File: src/rtl/psg_bus_sequencer_if.sv
// Request and PSG bus signals between a host-side sequencer and a YM2149 core.
// The master modport is the sequencer's view; slave is the environment's.
`timescale 1ns/1ps
interface psg_bus_sequencer_if;
  logic       ce_i;
  logic       req_valid_i;
  logic       req_ready_o;
  logic [1:0] req_op_i;
  logic [3:0] req_reg_i;
  logic [7:0] req_data_i;
  logic       rsp_valid_o;
  logic [7:0] rsp_data_o;
  logic [7:0] psg_da_o;
  logic [7:0] psg_da_i;
  logic       psg_bdir_o;
  logic       psg_bc_o;
  logic       psg_reset_n_o;
  logic       busy_o;

  modport master (
    input  ce_i, req_valid_i, req_op_i, req_reg_i, req_data_i, psg_da_i,
    output req_ready_o, rsp_valid_o, rsp_data_o, psg_da_o, psg_bdir_o,
           psg_bc_o, psg_reset_n_o, busy_o
  );

  modport slave (
    output ce_i, req_valid_i, req_op_i, req_reg_i, req_data_i, psg_da_i,
    input  req_ready_o, rsp_valid_o, rsp_data_o, psg_da_o, psg_bdir_o,
           psg_bc_o, psg_reset_n_o, busy_o
  );
endinterface

File: src/rtl/psg_bus_sequencer.sv
// AY-3-8913/YM2149 bus initiator: turns register-level requests into the
// BDIR/BC/DA/RESET handshake, pacing every bus phase to the ce_i strobe.
`timescale 1ns/1ps
module psg_bus_sequencer #(
  parameter int unsigned PHASE_CE = 1,
  parameter int unsigned RESET_CE = 4
) (
  input  logic           clk_logic,
  input  logic           system_reset_n,
  psg_bus_sequencer_if.master bus
);

  typedef enum logic [2:0] {
    S_IDLE, S_LATCH, S_INACT1, S_WRITE, S_READ, S_INACT2, S_RST
  } state_t;

  typedef enum logic [1:0] {
    OP_WRITE = 2'b00, OP_READ = 2'b01, OP_RESET = 2'b10, OP_NOP = 2'b11
  } op_t;

  localparam logic [3:0] PH_LAST  = 4'(PHASE_CE - 1);
  localparam logic [3:0] RST_LAST = 4'(RESET_CE - 1);

  state_t     state, state_nxt;
  logic [3:0] cnt;
  op_t        op;
  logic [3:0] reg_idx;
  logic [7:0] data;
  logic       released, released_nxt;
  logic       accept, phase_done;

  logic       ready_r, busy_r, rsp_valid_r, bdir_r, bc_r, reset_n_r;
  logic [7:0] rsp_data_r, da_r;

  always_comb begin
    accept       = bus.req_valid_i && (state == S_IDLE);
    phase_done   = bus.ce_i && (cnt == ((state == S_RST) ? RST_LAST : PH_LAST));
    released_nxt = released | accept;
    state_nxt    = state;
    unique case (state)
      S_IDLE: begin
        if (accept) begin
          unique case (op_t'(bus.req_op_i))
            OP_WRITE, OP_READ: state_nxt = S_LATCH;
            OP_RESET:          state_nxt = S_RST;
            OP_NOP:            state_nxt = S_INACT2;
          endcase
        end
      end
      S_LATCH:  if (phase_done) state_nxt = S_INACT1;
      S_INACT1: if (phase_done) state_nxt = (op == OP_READ) ? S_READ : S_WRITE;
      S_WRITE,
      S_READ,
      S_RST:    if (phase_done) state_nxt = S_INACT2;
      S_INACT2: if (phase_done) state_nxt = S_IDLE;
      default:  state_nxt = S_IDLE;
    endcase
  end

  // Outputs are decoded from the next state so they are valid for the whole state.
  always_ff @(posedge clk_logic) begin
    if (!system_reset_n) begin
      state       <= S_IDLE;
      cnt         <= '0;
      op          <= OP_WRITE;
      reg_idx     <= '0;
      data        <= '0;
      released    <= 1'b0;
      ready_r     <= 1'b1;
      busy_r      <= 1'b0;
      rsp_valid_r <= 1'b0;
      rsp_data_r  <= '0;
      da_r        <= '0;
      bdir_r      <= 1'b0;
      bc_r        <= 1'b0;
      reset_n_r   <= 1'b0;
    end else begin
      state <= state_nxt;
      if (state_nxt != state)
        cnt <= '0;
      else if (bus.ce_i && state != S_IDLE)
        cnt <= cnt + 4'd1;

      if (accept) begin
        op      <= op_t'(bus.req_op_i);
        reg_idx <= bus.req_reg_i;
        data    <= bus.req_data_i;
      end

      if (state == S_READ && phase_done)
        rsp_data_r <= bus.psg_da_i;

      released    <= released_nxt;
      rsp_valid_r <= (state != S_IDLE) && (state_nxt == S_IDLE);
      ready_r     <= (state_nxt == S_IDLE);
      busy_r      <= (state_nxt != S_IDLE);
      reset_n_r   <= released_nxt && (state_nxt != S_RST);

      bdir_r <= 1'b0;
      bc_r   <= 1'b0;
      da_r   <= '0;
      unique case (state_nxt)
        S_LATCH: begin bdir_r <= 1'b1; bc_r <= 1'b1; da_r <= {4'h0, reg_nxt_sel()}; end
        S_WRITE: begin bdir_r <= 1'b1; da_r <= data; end
        S_READ:  bc_r <= 1'b1;
        default: ;
      endcase
    end
  end

  // LATCH is entered straight from IDLE, before reg_idx holds the new index.
  function automatic logic [3:0] reg_nxt_sel();
    return accept ? bus.req_reg_i : reg_idx;
  endfunction

  assign bus.req_ready_o   = ready_r;
  assign bus.busy_o        = busy_r;
  assign bus.rsp_valid_o   = rsp_valid_r;
  assign bus.rsp_data_o    = rsp_data_r;
  assign bus.psg_da_o      = da_r;
  assign bus.psg_bdir_o    = bdir_r;
  assign bus.psg_bc_o      = bc_r;
  assign bus.psg_reset_n_o = reset_n_r;

endmodule

File: src/flat_wrapper.sv
// flat-port wrapper written by rule: the top's interface ports become plain ports
module psg_bus_sequencer_flat 
#(
  parameter int unsigned PHASE_CE = 1,
  parameter int unsigned RESET_CE = 4
)
  (clk_logic, system_reset_n, bus_ce_i, bus_req_valid_i, bus_req_op_i, bus_req_reg_i, bus_req_data_i, bus_psg_da_i, bus_req_ready_o, bus_rsp_valid_o, bus_rsp_data_o, bus_psg_da_o, bus_psg_bdir_o, bus_psg_bc_o, bus_psg_reset_n_o, bus_busy_o);
  psg_bus_sequencer_if bus_i ();
  input  logic clk_logic;
  input  logic system_reset_n;
  input wire logic [$bits(bus_i.ce_i)-1:0] bus_ce_i;
  input wire logic [$bits(bus_i.req_valid_i)-1:0] bus_req_valid_i;
  input wire logic [$bits(bus_i.req_op_i)-1:0] bus_req_op_i;
  input wire logic [$bits(bus_i.req_reg_i)-1:0] bus_req_reg_i;
  input wire logic [$bits(bus_i.req_data_i)-1:0] bus_req_data_i;
  input wire logic [$bits(bus_i.psg_da_i)-1:0] bus_psg_da_i;
  output wire logic [$bits(bus_i.req_ready_o)-1:0] bus_req_ready_o;
  output wire logic [$bits(bus_i.rsp_valid_o)-1:0] bus_rsp_valid_o;
  output wire logic [$bits(bus_i.rsp_data_o)-1:0] bus_rsp_data_o;
  output wire logic [$bits(bus_i.psg_da_o)-1:0] bus_psg_da_o;
  output wire logic [$bits(bus_i.psg_bdir_o)-1:0] bus_psg_bdir_o;
  output wire logic [$bits(bus_i.psg_bc_o)-1:0] bus_psg_bc_o;
  output wire logic [$bits(bus_i.psg_reset_n_o)-1:0] bus_psg_reset_n_o;
  output wire logic [$bits(bus_i.busy_o)-1:0] bus_busy_o;
  assign bus_i.ce_i = bus_ce_i;
  assign bus_i.req_valid_i = bus_req_valid_i;
  assign bus_i.req_op_i = bus_req_op_i;
  assign bus_i.req_reg_i = bus_req_reg_i;
  assign bus_i.req_data_i = bus_req_data_i;
  assign bus_i.psg_da_i = bus_psg_da_i;
  assign bus_req_ready_o = bus_i.req_ready_o;
  assign bus_rsp_valid_o = bus_i.rsp_valid_o;
  assign bus_rsp_data_o = bus_i.rsp_data_o;
  assign bus_psg_da_o = bus_i.psg_da_o;
  assign bus_psg_bdir_o = bus_i.psg_bdir_o;
  assign bus_psg_bc_o = bus_i.psg_bc_o;
  assign bus_psg_reset_n_o = bus_i.psg_reset_n_o;
  assign bus_busy_o = bus_i.busy_o;
  psg_bus_sequencer #(.PHASE_CE(PHASE_CE), .RESET_CE(RESET_CE)) u_core (.clk_logic(clk_logic), .system_reset_n(system_reset_n), .bus(bus_i));
endmodule
File: config.mk
export PLATFORM = sky130hd
export DESIGN_NAME = psg_bus_sequencer_flat
export DESIGN_NICKNAME = d
export VERILOG_FILES = /design/src/rtl/psg_bus_sequencer_if.sv /design/src/rtl/psg_bus_sequencer.sv /design/src/flat_wrapper.sv
export SDC_FILE = /design/constraint.sdc
export NUM_CORES = 1
export LEC_CHECK = 0
export CORE_MARGIN = 2
export CORE_UTILIZATION = 48
export CTS_CLUSTER_SIZE = 20
export DETAILED_ROUTE_END_ITERATION = 10
export PLACE_DENSITY = 0.79
export SETUP_SLACK_MARGIN = 0.5
export SKIP_CTS_REPAIR_TIMING = 1
export SLEW_MARGIN = 20
export SYNTH_ARGS = -nofsm -noshare
export SYNTH_HDL_FRONTEND = slang
export SYNTH_SLANG_ARGS = --single-unit
export TNS_END_PERCENT = 50
File: constraint.sdc
create_clock -name clk_logic -period 2.7 [get_ports clk_logic]
set_clock_uncertainty 0.2 [all_clocks]
set_input_delay 0.54 -clock clk_logic [delete_from_list [all_inputs] [get_ports clk_logic]]
set_output_delay 0.54 -clock clk_logic [all_outputs]
set_load 0.02 [all_outputs]
==> results of run 1 <==
==> how the worst max path moves through the flow <==
stage	to	slack [ns]
after CTS	u_core.cnt[1]	0.25
after floorplan	u_core.cnt[1]	0.59
after global placement	u_core.cnt[1]	-0.005
after detailed placement	u_core.cnt[1]	-0.04
final	u_core.bus.busy_o	0.57
after global routing	u_core.cnt[1]	0.49
==> report_power, final <==
| part | switching (mW) | internal [mW] |
|---|---|---|
| Combinational | 0.404 | 0.360 |
| Clock | 0.206 | 0.176 |
| Sequential | 0.0610 | 0.743 |
==> cell type report <==
| cell class | count | area, µm² |
|---|---|---|
| flip-flops and latches | 44 | 886 |
| clock inverters | 1 | 5.00 |
| inverters | 1 | 3.75 |
| repair buffers | 65 | 611 |
| fillers | 325 | 1090 |
| well taps | 48 | 60.1 |
| clock buffers | 6 | 72.6 |
| multi-input cells | 159 | 988 |
==> critical path, stage by stage <==
cell and delay [ns]:
clkdlybuf4s50_1 0.48, nor2b_4 0.20, nor2_2 0.06, a211o_2 0.35, and2_1 0.21, o31a_1 0.28
==> metal layers <==
metal / up-vias / global-route usage [%] / share of wire [%]
met4: 0 / 6.12 / 1.4
li1: 870 / - / -
met5: - / 0 / 0
met2: 41 / 33.5 / 47
met1: 798 / 28.7 / 47
met3: 6 / 5.57 / 3.9
==> cell usage in the layout (no fill, tap or decap), types with 3 or more instances in the layout <==
master           instances
a21oi_1                 22
and2_1                   5
and3_1                   3
buf_4                   18
clkbuf_8                 5
clkdlybuf4s50_1         45
dfxtp_1                 42
mux2i_1                 10
nand2_1                 37
nand2b_1                 4
nand3_1                 10
nand4_1                  3
nor2_1                  22
nor2b_1                  4
==> flip-flops by register name (all words and copies together) (netlist names) <==
name	flops
u_core.reg_idx	4
u_core.bus.rsp_valid_o	1
u_core.bus.psg_reset_n_o	1
u_core.cnt	4
u_core.state	3
u_core.released	1
u_core.bus.busy_o	1
u_core.bus.rsp_data_o	8
u_core.bus.req_ready_o	1
u_core.op	2
u_core.bus.psg_bc_o	1
u_core.bus.psg_da_o	8
u_core.data	8
u_core.bus.psg_bdir_o	1
==> logic make-up (layout without fill, tap and decap cells) <==
group,count (synthesis),count (layout)
muxes,11,11
adders and majority gates,1,1
and+or+nand+nor,106,106
xor gates and xnor gates,3,3
AOI/OAI and AO/OA,38,38
DFF,44,44
buffers and inverters,13,73
==> impl_metrics.csv, run 1 <==
group,metric,value,unit
run_status,status,"complete, no violations",
worst_setup_path,crit_start,"bus_req_op_i[1]",
synth,netlist_top_cells_area,"dfxtp_1 (47%), nand2_1 (7.4%), a21oi_1 (5.8%)",
power,p_leak,1.06,nW
timing,setup_violations,0,
timing,fin_ws,0.569,ns
global_route,antenna_found_initial,0,
timing,tns,0,ns
layout,antenna_cells,0,
timing,finalCriticalPeriod,2.13,ns
clock_network,cts_tree,"built",
worst_hold_path,whs_path_depth,2,
timing,max_freq,469,MHz
run,maxCapViolations,0,
floorplan,fp-row-count,22,
detailed_routing,via_per_inst,5.29,
floorplan,dieArea,0.00445,mm²
layout,final_cells,324,
floorplan,die_h,66.7,µm
synth,synth_top_family_by_area,"simple AND/OR/NAND/NOR gates",
placement,placed_cells,317,
global_route,grt_overflow,0,
worst_hold_path,hp-class,"flip-flop to flip-flop",
layout,final_util,70.7,%
clock_network,cts-root-buf,"clkbuf_8",
detailed_routing,drt-initial-drc-count,121,
timing,relSlewSlack,76.7,%
power,finalPower,1.95,mW
synth,synth-async-reset-ratio,0,%
global_route,grt_pass1_vias,1524,
placement,preCtsSetupSlack,-0.0426,ns
floorplan,die_w,66.7,µm
layout,finalNetCount,303,
worst_hold_path,hold_end,"u_core.bus.psg_da_o[4]",
placement,placed_cell_area,0.00249,mm²
timing,hold_violations,0,
worst_setup_path,ff2ff_path_depth,6,
clock_network,clk_latency,0.29,ns
clock_network,ctsHtreeMaxLevel,2,
global_route,grt_util_all_layers,21.3,%
clock_network,path_clk_slew,0.08,ns
worst_setup_path,crit_path_end_kind,"flip-flop",
timing,drv_slew,0,
floorplan,ios,48,
synth,ys_ff_latch,44,
synth,synth_xor_area_share,1.39,%
timing,finalCritPeriodShare,78.9,%
synth,synth.most_common_cell,"dfxtp_1",
synth,synthAdderAreaFrac,0.663,%
worst_setup_path,path_max_fanout,5,
synth,synthSimpleGateAreaFrac,28.3,%
power,vdd_drop_max,0.453,mV
worst_setup_path,start_kind,"input port",
synth,syn-cell-area,0.00189,mm²
worst_setup_path,reg2reg_from,"u_core.state[2]",
clock_network,ctsLongestPathBuffers,2,
synth,ys_types,45,
floorplan,core,0.00372,mm²
detailed_routing,wl_per_cell,13.3,µm
detailed_routing,dr_total_vias,1715,
power,p_per_area,742,mW/mm²
layout,stdcell_area,0.00263,mm²
synth,synth_edf_count,0,
clock_network,cts_buffers,5,
worst_setup_path,r2r_end,"u_core.cnt[1]",
worst_hold_path,min_from,"u_core.data[4]",
global_route,grt_max_degree,17,
synth,syn_inst,216,
clock_network,cts.sinks,44,
synth,synth.yosys.warnings,0,
placement,dp_hpwl,3.07,mm
synth,synth.area.mux_share,6.10,%
timing,timing.hold.ws,0.233,ns
detailed_routing,wl,4.30,mm
floorplan,start_util,50.8,%
global_route,grt_pass1_wl,7.11,mm
layout,drive_above_1_share,15.9,%
synth,avgSynthCellArea,8.74,µm²
worst_setup_path,reg2reg_slack,0.61,ns
layout,syn_to_final_growth,39.2,%
worst_setup_path,critPathRequiredTime,2.68,ns
synth,ys.flop_type,"dfxtp_1",
synth,post-synth-top-area-cell,"dfxtp_1",
placement,gp_congestion,0.918,
synth,yosysSeqAreaShare,46.7,%
placement,port_buffers,47,
synth,syn_nets,243,
synth,synth_top_area_share,46.7,%
timing,tightest_slew,0.349,ns
worst_setup_path,critPathKind,"input port to flip-flop",
worst_setup_path,arrival,2.11,ns
detailed_routing,firstDrtPassIters,4,
detailed_routing,drc_errors,0,
synth,synth_compound_area_share,13.5,%
synth,synth_commonest_cells,"dfxtp_1 (44), nand2_1 (37), nor2_1 (24)",
detailed_routing,antenna_left,0,
timing,rsz0062_at_grt,"yes",
Note: power is estimated with default switching activity, not from simulation.
==> run 2: changes to the inputs <==
clock period = 2.1 ns   (was 2.7 ns; I/O delays follow)
==> impl_metrics.csv, run 2 (synthesis gave the netlist of run 1 again) <==
group,metric,value,unit
placement,preCtsSetupSlack,-0.565,ns
layout,finalNetCount,325,
run_status,status,"finished with violations",
power,vdd_drop_max,0.684,mV
detailed_routing,antenna_left,0,
worst_hold_path,hp-class,"flip-flop to flip-flop",
global_route,grt_pass1_vias,1668,
timing,setup_violations,1,
detailed_routing,wl,6.28,mm
timing,fin_ws,-0.00249,ns
timing,hold_violations,0,
placement,port_buffers,47,
detailed_routing,drt-initial-drc-count,194,
run_status,violations,"negative setup slack",
worst_setup_path,reg2reg_from,"u_core.state[2]",
layout,final_common_cell,"clkdlybuf4s50_1",
clock_network,path_clk_slew,0.08,ns
floorplan,core,0.00372,mm²
layout,syn_to_final_growth,64.9,%
clock_network,clk_latency,0.30,ns
floorplan,start_util,50.8,%
global_route,grt_util_all_layers,23.1,%
timing,finalCriticalPeriod,2.10,ns
worst_setup_path,crit_path_end_kind,"flip-flop",
power,p_leak,1.26,nW
worst_setup_path,arrival,2.14,ns
layout,drive_above_1_share,34.1,%
floorplan,fp-row-count,22,
timing,finalCritPeriodShare,100,%
worst_setup_path,ff2ff_path_depth,8,
worst_setup_path,r2r_end,"u_core.bus.psg_bc_o",
detailed_routing,via_per_inst,5.82,
global_route,antenna_found_initial,0,
timing,timing.hold.ws,0.244,ns
floorplan,die_h,66.7,µm
worst_setup_path,crit_end,"u_core.bus.psg_bc_o",
timing,drv_slew,0,
floorplan,ios,48,
layout,antenna_cells,0,
layout,fill_cells,198,
clock_network,cts-root-buf,"clkbuf_8",
detailed_routing,drc_errors,0,
clock_network,cts_tree,"built",
timing,max_freq,476,MHz
detailed_routing,dr_total_vias,2020,
run,maxCapViolations,0,
layout,final_cell_mix,"clkdlybuf4s50_1 (44), dfxtp_1 (37), nand2_1 (28), buf_4 (28), nor2_1 (21)",
global_route,grt_max_degree,16,
worst_setup_path,reg2reg_slack,-0.002,ns
clock_network,cts.sinks,44,
placement,gp_congestion,0.888,
timing,tightest_slew,0.325,ns
timing,relSlewSlack,78.2,%
clock_network,ctsLongestPathBuffers,2,
worst_setup_path,critPathKind,"flip-flop to flip-flop",
clock_network,cts_buffers,5,
global_route,grt_pass1_wl,7.80,mm
floorplan,dieArea,0.00445,mm²
global_route,grt_overflow,0,
worst_setup_path,path_max_fanout,10,
floorplan,die_w,66.7,µm
worst_setup_path,critPathRequiredTime,2.14,ns
timing,rsz0062_at_grt,"yes",
detailed_routing,wl_per_cell,18.1,µm
detailed_routing,firstDrtPassIters,5,
worst_setup_path,start_kind,"flip-flop",
worst_setup_path,crit_start,"u_core.state[2]",
power,p_per_area,994,mW/mm²
clock_network,ctsHtreeMaxLevel,2,
placement,dp_hpwl,3.42,mm
## run 2: changes by cell type in the layout (fill, tap and decap cells not counted), moves of 4 or more
cell / before / now
a21oi_2: 0 / 4
nand2_1: 37 / 28
a21oi_1: 22 / 15
buf_4: 18 / 28
dfxtp_1: 42 / 37
nand2_4: 0 / 6
buf_6: 0 / 10
## run 2: worst min path at each step
stage                              to  slack, ns      startpoint  cells past startpoint
4_1_cts        u_core.bus.psg_da_o[5]       0.24  u_core.data[5]                      2
2_1_floorplan  u_core.bus.psg_da_o[4]       0.21  u_core.data[4]                      2
5_1_grt        u_core.bus.psg_da_o[7]       0.26  u_core.data[7]                      2
3_3_place_gp   u_core.bus.psg_da_o[7]       0.22  u_core.data[7]                      2
3_5_place_dp   u_core.bus.psg_da_o[5]       0.22  u_core.data[5]                      2
6_report       u_core.bus.psg_da_o[5]       0.24  u_core.data[5]                      2
## run 2: per-stage QoR
stage | std cells | instance area [µm²] | setup TNS [ns] | util, % | power (mW)
6_report | 347 | 3110 | -0.00249 | 83.7 | 3.09
5_1_grt | 347 | 3110 | -0.175 | 83.7 | 3.21
4_1_cts | 331 | 2650 | -3.55 | 71.4 | 2.58
3_5_place_dp | 323 | 2560 | -13.73 | 68.9 | 2.04
3_3_place_gp | 323 | 2560 | -11.93 | 68.9 | 2.01
2_1_floorplan | 216 | 1920 | 0 | - | 1.68
## run 2: critical path: stages, from the launching register on
cell and delay, ns:
dfxtp_2 0.46, buf_6 0.20, a21bo_2 0.24, a31oi_2 0.25, a311oi_2 0.10, buf_4 0.17
buf_6 0.12, a21o_1 0.16, a21oi_2 0.13
## run 2: final cells by class
| cell class | count | area [µm²] | area share, % |
|---|---|---|---|
| sequential | 44 | 900 | 28.9 |
| clock buffer | 7 | 86.3 | 2.77 |
| clock inverter | 1 | 7.51 | 0.241 |
| multi-input combinational | 159 | 1230 | 39.6 |
| timing repair buffer | 87 | 821 | 26.4 |
| tap | 48 | 60.1 | 1.93 |
| inverter | 1 | 3.75 | 0.121 |
## run 2: report_power, final
| part | internal, mW | switching, mW | total [mW] |
|---|---|---|---|
| clock network | 0.267 | 0.296 | 0.563 |
| registers | 0.957 | 0.108 | 1.07 |
| logic | 0.719 | 0.746 | 1.46 |
| total | 1.94 | 1.15 | 3.09 |
## run 2: metal layers
layer	vias to the layer above	global-route usage [%]	wire, µm
li1	918	-	-
met1	969	31.1	2610
met2	114	37.3	3120
met3	19	4.22	401
met4	0	7.40	154
met5	-	0	0
==> run 3: changes to the inputs <==
SLEW_MARGIN = unset   (was 20)
==> results of run 3 <==
Same layout as run 2: the final DEF is identical, and so are final timing and power.
